--- src/rtl/moving_sum_pkg.sv ---
// Shared definitions for the moving-sum encoder/decoder pair.
//   clogb2()     : ceiling log2, used to size sum words and fill counters
//   dec_state_e  : decoder state encoding
//   DEFAULT_*    : default sample width and window length shared with the encoder
package moving_sum_pkg;

    localparam int unsigned DEFAULT_WIDTH = 8;
    localparam int unsigned DEFAULT_DEPTH = 8;

    typedef enum logic [1:0] {
        IDLE = 2'd0,
        RUN  = 2'd1,
        ERR  = 2'd2
    } dec_state_e;

    // Ceiling log2; clogb2(1) = 0, clogb2(8) = 3, clogb2(9) = 4.
    function automatic int unsigned clogb2(input int unsigned value);
        int unsigned result;
        result = 0;
        for (int unsigned i = 0; i < 32; i++) begin
            if ((64'd1 << i) < 64'(value)) begin
                result = i + 1;
            end
        end
        return result;
    endfunction

endpackage

--- src/rtl/sample_history_line.sv ---
// DEPTH x WIDTH shift register holding the most recent decoded samples.
// Ports:
//   clk, rst_n : clock, asynchronous active-low reset
//   en         : shift din into stage 0 this cycle
//   clear      : synchronous clear of every stage (wins over en)
//   din        : sample entering the line
//   tail       : oldest stage, x[n-DEPTH] relative to the sample being decoded
module sample_history_line #(
    parameter int unsigned WIDTH = 8,
    parameter int unsigned DEPTH = 8
) (
    input  logic             clk,
    input  logic             rst_n,
    input  logic             en,
    input  logic             clear,
    input  logic [WIDTH-1:0] din,
    output logic [WIDTH-1:0] tail
);

    logic [WIDTH-1:0] x_h_q [DEPTH];

    always_ff @(posedge clk or negedge rst_n) begin
        if (!rst_n) begin
            for (int k = 0; k < int'(DEPTH); k++) begin
                x_h_q[k] <= '0;
            end
        end else if (clear) begin
            for (int k = 0; k < int'(DEPTH); k++) begin
                x_h_q[k] <= '0;
            end
        end else if (en) begin
            x_h_q[0] <= din;
            for (int k = 1; k < int'(DEPTH); k++) begin
                x_h_q[k] <= x_h_q[k-1];
            end
        end
    end

    assign tail = x_h_q[DEPTH-1];

endmodule

--- src/rtl/moving_sum_decoder.sv ---
// Reconstructs samples x[n] from a DEPTH-tap running-sum stream y[n] using
// x[n] = y[n] - y[n-1] + x[n-DEPTH], assuming the encoder started from an
// all-zero history. One clock of latency, no backpressure.
// DEPTH must be a power of two and at least 2.
// Optional macro MOVING_SUM_DEC_CHECK_EN: when defined, a reconstructed value
// outside 0..2^WIDTH-1 raises a sticky o_err (state ERR); when undefined the
// output is a silent modulo-2^WIDTH truncation and o_err is tied low.
// Ports:
//   clk, rst_n : clock, asynchronous active-low reset
//   i_clear    : synchronous clear of history, state and flags (ignores i_valid)
//   i_valid    : i_sum carries a new sum word
//   i_sum      : running-sum word y[n]
//   o_valid    : o_data valid this cycle (one cycle after each accept)
//   o_data     : reconstructed sample x[n]
//   o_locked   : at least DEPTH samples decoded since reset/clear
//   o_err      : sticky range-violation flag
module moving_sum_decoder
    import moving_sum_pkg::*;
#(
    parameter int unsigned WIDTH = DEFAULT_WIDTH,
    parameter int unsigned DEPTH = DEFAULT_DEPTH,
    parameter int unsigned YWD   = WIDTH + clogb2(DEPTH)
) (
    input  logic             clk,
    input  logic             rst_n,
    input  logic             i_clear,
    input  logic             i_valid,
    input  logic [YWD-1:0]   i_sum,
    output logic             o_valid,
    output logic [WIDTH-1:0] o_data,
    output logic             o_locked,
    output logic             o_err
);

    localparam int unsigned CW = clogb2(DEPTH) + 1;
    localparam int unsigned DW = YWD + 2;

    logic [YWD-1:0]   y_prev_q;
    logic [WIDTH-1:0] data_q;
    logic             valid_q;
    logic [CW-1:0]    cnt_q;
    dec_state_e       state_q, state_d;

    logic             accept;
    logic [WIDTH-1:0] tail;
    logic [DW-1:0]    diff;
    logic [WIDTH-1:0] sample;
    logic             range_viol;

    assign accept = i_valid & ~i_clear;

    // Two guard bits keep the signed difference exact for any pair of sum words.
    assign diff   = {2'b00, i_sum} - {2'b00, y_prev_q} + {{(DW-WIDTH){1'b0}}, tail};
    assign sample = diff[WIDTH-1:0];

`ifdef MOVING_SUM_DEC_CHECK_EN
    // Negative (sign bit) or any bit set above the sample width.
    assign range_viol = diff[DW-1] | (|diff[DW-2:WIDTH]);
`else
    logic unused_diff;
    assign unused_diff = ^diff[DW-1:WIDTH];
    assign range_viol  = 1'b0;
`endif

    sample_history_line #(
        .WIDTH (WIDTH),
        .DEPTH (DEPTH)
    ) u_history (
        .clk   (clk),
        .rst_n (rst_n),
        .en    (accept),
        .clear (i_clear),
        .din   (sample),
        .tail  (tail)
    );

    always_ff @(posedge clk or negedge rst_n) begin
        if (!rst_n) begin
            y_prev_q <= '0;
            data_q   <= '0;
            valid_q  <= 1'b0;
            cnt_q    <= '0;
        end else if (i_clear) begin
            y_prev_q <= '0;
            data_q   <= '0;
            valid_q  <= 1'b0;
            cnt_q    <= '0;
        end else begin
            valid_q <= i_valid;
            if (i_valid) begin
                y_prev_q <= i_sum;
                data_q   <= sample;
                if (cnt_q != CW'(DEPTH)) begin
                    cnt_q <= cnt_q + CW'(1);
                end
            end
        end
    end

    always_ff @(posedge clk or negedge rst_n) begin
        if (!rst_n) begin
            state_q <= IDLE;
        end else begin
            state_q <= state_d;
        end
    end

    always_comb begin
        state_d = state_q;
        if (i_clear) begin
            state_d = IDLE;
        end else if (accept) begin
            unique case (state_q)
                IDLE, RUN: state_d = range_viol ? ERR : RUN;
                ERR:       state_d = ERR;
                default:   state_d = IDLE;
            endcase
        end
    end

    assign o_valid  = valid_q;
    assign o_data   = data_q;
    assign o_locked = (cnt_q == CW'(DEPTH));

`ifdef MOVING_SUM_DEC_CHECK_EN
    assign o_err = (state_q == ERR);
`else
    assign o_err = 1'b0;
`endif

endmodule

--- config.mk ---
export PLATFORM = sky130hd
export DESIGN_NAME = moving_sum_decoder
export DESIGN_NICKNAME = d
export VERILOG_FILES = /design/src/rtl/moving_sum_pkg.sv /design/src/rtl/sample_history_line.sv /design/src/rtl/moving_sum_decoder.sv
export SDC_FILE = /design/constraint.sdc
export NUM_CORES = 1
export LEC_CHECK = 0
export CAP_MARGIN = 20
export CORE_UTILIZATION = 40
export DETAILED_ROUTE_END_ITERATION = 10
export DONT_BUFFER_PORTS = 1
export GPL_TIMING_DRIVEN = 0
export SYNTH_ARGS = -nofsm -noshare
export SYNTH_HDL_FRONTEND = slang
export SYNTH_SLANG_ARGS = --single-unit
--- constraint.sdc ---
create_clock -name clk -period 3 [get_ports clk]
set_input_delay 0.9 -clock clk [delete_from_list [all_inputs] [get_ports clk]]
set_output_delay 0.9 -clock clk [all_outputs]
set_load 0.005 [all_outputs]
==> run_results.csv <==
group,metric,value,unit
global_routing,grt_start_max_net_pins,78,
placement,dp.cells,450,
clock_network,clockBufferDepth,2,
floorplanning,initial_core_util,0.421,
synth,syn_inst,342,
worst_setup_path,max_stage_delay,0.54,ns
synth,postSynthAreaPerCell,10.9,um^2
worst_setup_path,timing.rr.end,"o_data[6]",
worst_setup_path,reg2reg_depth,8,
sta,slew_headroom,0.648,
cells_and_area,drive_gt1_frac,0.112,
clock_network,cts.sinks,77,
power,p_sw_frac,0.244,
clock_network,clk_pin_slew,0.08,ns
floorplanning,dieArea,9750,um^2
power,p_int,1.67,mW
placement,hpwl,4830,um
floorplanning,die_y,98.8,um
detailed_routing,ant_nets,0,
synth,seq_area_frac_synth,0.515,
synth,synth.distinct_cells,34,
sta,period_minus_slack,2.68,ns
clock_network,cts_tree,"built",
cells_and_area,final_cells,465,
clock_network,clock_latency,0.34,ns
synth,syn-cell-area,3740,um^2
cells_and_area,final_util,0.460,
global_routing,grt_use_total,0.157,
placement,portBuffers,0,
sta,setup_viol,0,
worst_setup_path,path_cells,"inv_1 > fa_1 > inv_1 > fa_1 > a21o_1 > a211oi_2 > nor3_1 > or3b_1",
worst_setup_path,crit_path_start_kind,"input port",
worst_setup_path,end_kind,"flip-flop",
power,net-switching-power,0.538,mW
sta,max_freq,0.373,GHz
run_status,outcome,"finished clean",
synth,async_reset_ff_frac,1.00,
placement,dpl_worst_slack,-0.0301,ns
floorplanning,rows,34,
power,ir_worst_vdd,0.241,mV
clock_network,hold_buffers,0,
worst_setup_path,path_class,"in -> reg",
clock_network,numCtsBuffers,9,
global_routing,grt-ovfl-total,0,
synth,synthTopCellsByArea,"dfrtp_1 (51%), mux2i_1 (18%), nor2_1 (7.5%), fa_1 (3.7%), ha_1 (3.3%)",
sta,finClkSkew,0.0123,ns
worst_setup_path,cp_max_fo,2,
cells_and_area,multi_input_area,1550,um^2
global_routing,grt_pass1_wl,11800,um
worst_setup_path,required,3.22,ns
worst_hold_path,hp-class,"in -> async",
power,seqPwrFrac,0.497,
sta,finalMaxSlewViolations,0,
power,cellLeakagePower,2.13,nW
clock_network,cts_resized,0,
power,pwr_density_cell,539,nW/um^2
cells_and_area,antenna_cells,0,
cells_and_area,fillers,845,
floorplanning,pin_count,26,
worst_setup_path,cpMaxStageDelayCell,"fa_1",
synth,ys_warn_count,0,
worst_setup_path,arrival,2.91,ns
sta,setup_slack,0.318,ns
cells_and_area,final_nets,385,
synth,synth_edf_count,0,
detailed_routing,dr.pass1.iters,4,
synth,netlist.area_leader.share,0.515,
worst_setup_path,r2r_start,"u_history.tail[1]",
power,power.total,2.21,mW
detailed_routing,viasPerCell,4.88,
detailed_routing,drc,0,
detailed_routing,drt_wl_total,6960,um
global_routing,first_global_vias,2356,
sta,tns,0,ns
cells_and_area,area_growth,9.29,%
floorplanning,core,8890,um^2
placement,place_congestion,0.792,
clock_network,htree_levels,3,
sta,rsz0062_at_grt,"false",
clock_network,post-cts-setup-buffer-count,0,
detailed_routing,drt_iter0_drc,94,
global_routing,antenna_found_initial,0,
sta,hold_viol_final,0,
run,cap_violations,0,
synth,yosysTopAreaCell,"dfrtp_1",
power,pwr-share-clk,0.387,
clock_network,root_buffer,"clkbuf_8",
floorplanning,die_w,98.8,um
sta,finalCritPeriodShare,0.894,
worst_setup_path,ff2ff_setup_slack,0.52,ns
power,power.share.combinational,0.116,
synth,synth-main-ff-cell,"dfrtp_1",
detailed_routing,vias,2268,
synth,synth_nets,374,
synth,synth_seq_cells,77,
detailed_routing,wire_per_inst,15.0,um
sta,tightest_slew,0.527,ns
cells_and_area,seqCellArea,1930,um^2
-- layout by cell type (no fill, tap or decap), types with 7 or more instances in the layout --
master / n
dfrtp_1: 77
nor2_1: 75
mux2i_1: 67
inv_1: 30
buf_2: 13
ha_1: 10
clkbuf_8: 10
buf_4: 9
fa_1: 7
-- Yosys cell counts, types with 2 or more instances --
cell and number:
dfrtp_1 77, nor2_1 75, mux2i_1 67, inv_1 30
buf_2 13, ha_1 10, buf_4 9, fa_1 7
a21oi_1 6, o21ai_0 6, xnor2_1 6, clkbuf_1 5
nand2_1 4, a211oi_1 2, a21o_1 2, nand2b_1 2
nand3b_1 2, o211ai_1 2, xor2_1 2
-- area by class of cell --
| cell class | instances | share of cell area |
|---|---|---|
| Buffer | 27 | 0.0370 |
| Clock buffer | 10 | 0.0336 |
| Clock inverter | 5 | 0.0183 |
| Inverter | 30 | 0.0275 |
| Multi-Input combinational cell | 208 | 0.380 |
| Sequential cell | 77 | 0.471 |
| Tap cell | 108 | 0.0330 |
-- power by group through the flow --
stage	sequential, mW	clock, mW	combinational [mW]
2_1_floorplan	1.11	0	0.212
3_3_place_gp	1.12	0	0.253
3_5_place_dp	1.12	0	0.257
4_1_cts	1.10	0.880	0.259
5_1_grt	1.10	0.923	0.287
6_report	1.10	0.855	0.255
-- registers in the layout (all words and copies together) (netlist names) --
name / flops
u_history.x_h_q: 48
y_prev_q: 8
u_history.tail: 8
cnt_q: 4
o_valid: 1
o_data: 8
-- critical path: cells and delay by family --
kind,cells,cell delay [ns]
adders and majority gates,2,1.00
buffers and inverters,2,0.10
and+or+nand+nor,2,0.44
AOI/OAI and AO/OA,2,0.48
-- through the flow --
step / hold WS, ns / instance area (um^2)
after detailed placement: 0.508 / 3880
after floorplan: 0.486 / 3740
final: 0.249 / 4090
after global routing: 0.224 / 4090
after CTS: 0.228 / 4090
after global placement: 0.499 / 3880
-- kinds of logic after synthesis --
family                   after synthesis  synth area share
AND/OR/NAND/NOR                       92             0.103
flip-flops                            77             0.515
multiplexers                          67             0.179
buffers and inverters                 57            0.0705
AO/OA/AOI/OAI                         23            0.0428
adder cells (fa/ha/maj)               17            0.0708
XOR/XNOR                               8            0.0187
other                                  1           0.00100
-- worst max path at each step --
| stage | start | endpoint | slack (ns) | depth (start not counted) |
|---|---|---|---|---|
| after floorplan | i_sum[1] | o_data[6] | 0.09 | 8 |
| after global placement | i_sum[1] | o_data[6] | -0.04 | 8 |
| after detailed placement | i_sum[1] | o_data[6] | -0.03 | 8 |
| after CTS | i_sum[1] | o_data[6] | 0.32 | 8 |
| after global routing | i_sum[1] | o_data[6] | 0.21 | 8 |
| final | i_sum[1] | o_data[6] | 0.32 | 8 |
-- layer usage --
| metal | vias to the layer above | GRT usage | wire (um) |
|---|---|---|---|
| met5 | - | 0 | 0 |
| met4 | 0 | 0.0608 | 89 |
| met3 | 8 | 0.0298 | 189 |
| met2 | 32 | 0.239 | 3100 |
| met1 | 1101 | 0.221 | 3580 |
| li1 | 1127 | - | - |
Note: power is estimated with default switching activity, not from simulation.
==> RTL change (same flow settings) <==
Reset style: synchronous (`rst_n`), changed in 3 clocked blocks. Comments in the files are not updated.
--- a/src/rtl/sample_history_line.sv
+++ b/src/rtl/sample_history_line.sv
@@ -21,3 +21,3 @@
 
-    always_ff @(posedge clk or negedge rst_n) begin
+    always_ff @(posedge clk) begin
         if (!rst_n) begin
--- a/src/rtl/moving_sum_decoder.sv
+++ b/src/rtl/moving_sum_decoder.sv
@@ -76,3 +76,3 @@
 
-    always_ff @(posedge clk or negedge rst_n) begin
+    always_ff @(posedge clk) begin
         if (!rst_n) begin
@@ -99,3 +99,3 @@
 
-    always_ff @(posedge clk or negedge rst_n) begin
+    always_ff @(posedge clk) begin
         if (!rst_n) begin
Formal check against the unedited RTL: differs if rst_n is asserted again (counterexample within 4 cycles, from zero or initial values and one cycle with rst_n low); with rst_n held inactive, the same outputs for 10 cycles.
==> RTL change against the unedited design <==
The run now ends with DRC left; worst hold slack gained 0.23 ns; sequential cell count grew 8; global-route usage shrank 1.8 points; die area shrank 1.9%; worst setup slack gained 0.045 ns; critical path depth grew 1; clock power shrank 2.7%; synthesized area shrank 2.0%; design area shrank 2.0%; maximum frequency grew 1.7%; total power grew 7.9%; routed wire length shrank 15%; utilization shrank 0.49 points; clock skew grew 0.0014 ns; critical path type unchanged; largest power group unchanged.
==> RTL change: results (changes against the unedited design) <==
outcome: "complete, but fails checks"
violations: "DRC"
gr-usage-met3_pct: 3.87  # +0.89 points
wl_met2_um: 2930  # -5.5%
netlist_top_cells_count: "and2_1 (56), edfxtp_1 (56), inv_1 (35), dfxtp_1 (29), nor2_1 (18)"
placed_cell_area_um2: 3810  # -1.9%
ff_latch_area_um2: 2260  # +17%
pwr-share-seq_pct: 55.3  # +5.6 points
tightest_slew_ns: 0.905  # +0.378 ns
cts.clk_slew.worst_paths_ns: 0.10  # +0.02 ns
multi_input_area_share_pct: 30.3  # -7.7 points
fin_nets: 346  # -10%
grt_pass1_vias: 2058  # -13%
worst-path-max-fanout: 4  # +2
dp_slack_ns: 0.0191  # +0.0492 ns
largest_reg_flops: 64  # +33%
synth_edf_count: 56  # +56
p_sw_uw: 593  # +10%
fmax_ghz: 0.379  # +1.7%
synthFlopType: "edfxtp_1"
r2r_cells: 9  # +1
viasPerCell: 4.77  # -2.2%
ys_top_cells_by_area: "edfxtp_1 (46%), dfxtp_1 (16%), and2_1 (9.5%)"
pwr-share-comb_pct: 9.7  # -1.9 points
use_met2_pct: 22.9  # -1.0 points
hp-class: "flip-flop to flip-flop"
grt_max_degree: 25  # -68%
seq_share_pct: 56.4  # +9.3 points
ys_async_sr_fraction_pct: 0  # -100 points
syn-mean-instance-area_um2: 12.1  # +11%
drc_errors: 4  # +4
avgRoutedWirePerCell_um: 13.8  # -7.8%
fillers: 835  # -1.2%
first_iter_violations: 86  # -8.5%
max_stage_delay_ns: 0.52  # -0.02 ns
drive_above_1_share_pct: 7.21  # -4.0 points
hpwl_um: 4180  # -13%
grt_pass1_wl_um: 10000  # -15%
n_all_inverters: 35  # +17%
timing.rr.start: "u_history.x_h_q[0][58]"
rr_endpoint: "u_history.x_h_q[0][6]"
arrival_ns: 2.87  # -0.04 ns
buffer_area_share_pct: 1.56  # -2.1 points
p_leak_uw: 0.00168  # -21%
vias: 2037  # -10%
clk_share_pct: 5.09  # -0.11 points
reg2reg_slack_ns: 0.59  # +0.07 ns
ys_seq_area_share_pct: 61.6  # +10 points
met3_length_um: 224  # +19%
ir_drop_v: 0.000241  # +0.33%
synth.net_count: 335  # -10%
gp_congestion: 0.754  # -4.9%
fin_skew_ns: 0.0137  # +0.00138 ns
firstDrtPassIters: 8  # +4
[RTL change: cell count changes in the layout (fill, tap and decap cells not counted), sizes merged, moves of 17 or more]
cell	delta
and2	+56
buf	-17
dfrtp	-77
dfxtp	+29
edfxtp	+56
mux2i	-58
nor2	-57
[RTL change: kinds of logic (layout without fill, tap and decap cells)]
logic type	count (synthesis)	in the layout	share of synthesized area (%)
other cells	1	1	0.102
simple gates	106	106	16.5
buf+inv	49	65	5.28
xor+xnor	10	10	2.39
mux	9	9	2.45
compound gates	26	26	4.47
fa+ha+maj	17	17	7.23
flops	85	85	61.6
[RTL change: worst max-delay path by stage]
stage                     startpoint                     to  slack (ns)
after floorplan             i_sum[2]              o_data[6]        0.26
after global placement      i_sum[2]  u_history.x_h_q[0][6]        0.03
after detailed placement    i_sum[2]  u_history.x_h_q[0][6]        0.02
after CTS                   i_sum[2]  u_history.x_h_q[0][6]        0.39
after global routing        i_sum[2]  u_history.x_h_q[0][6]        0.24
final                       i_sum[2]  u_history.x_h_q[0][6]        0.36
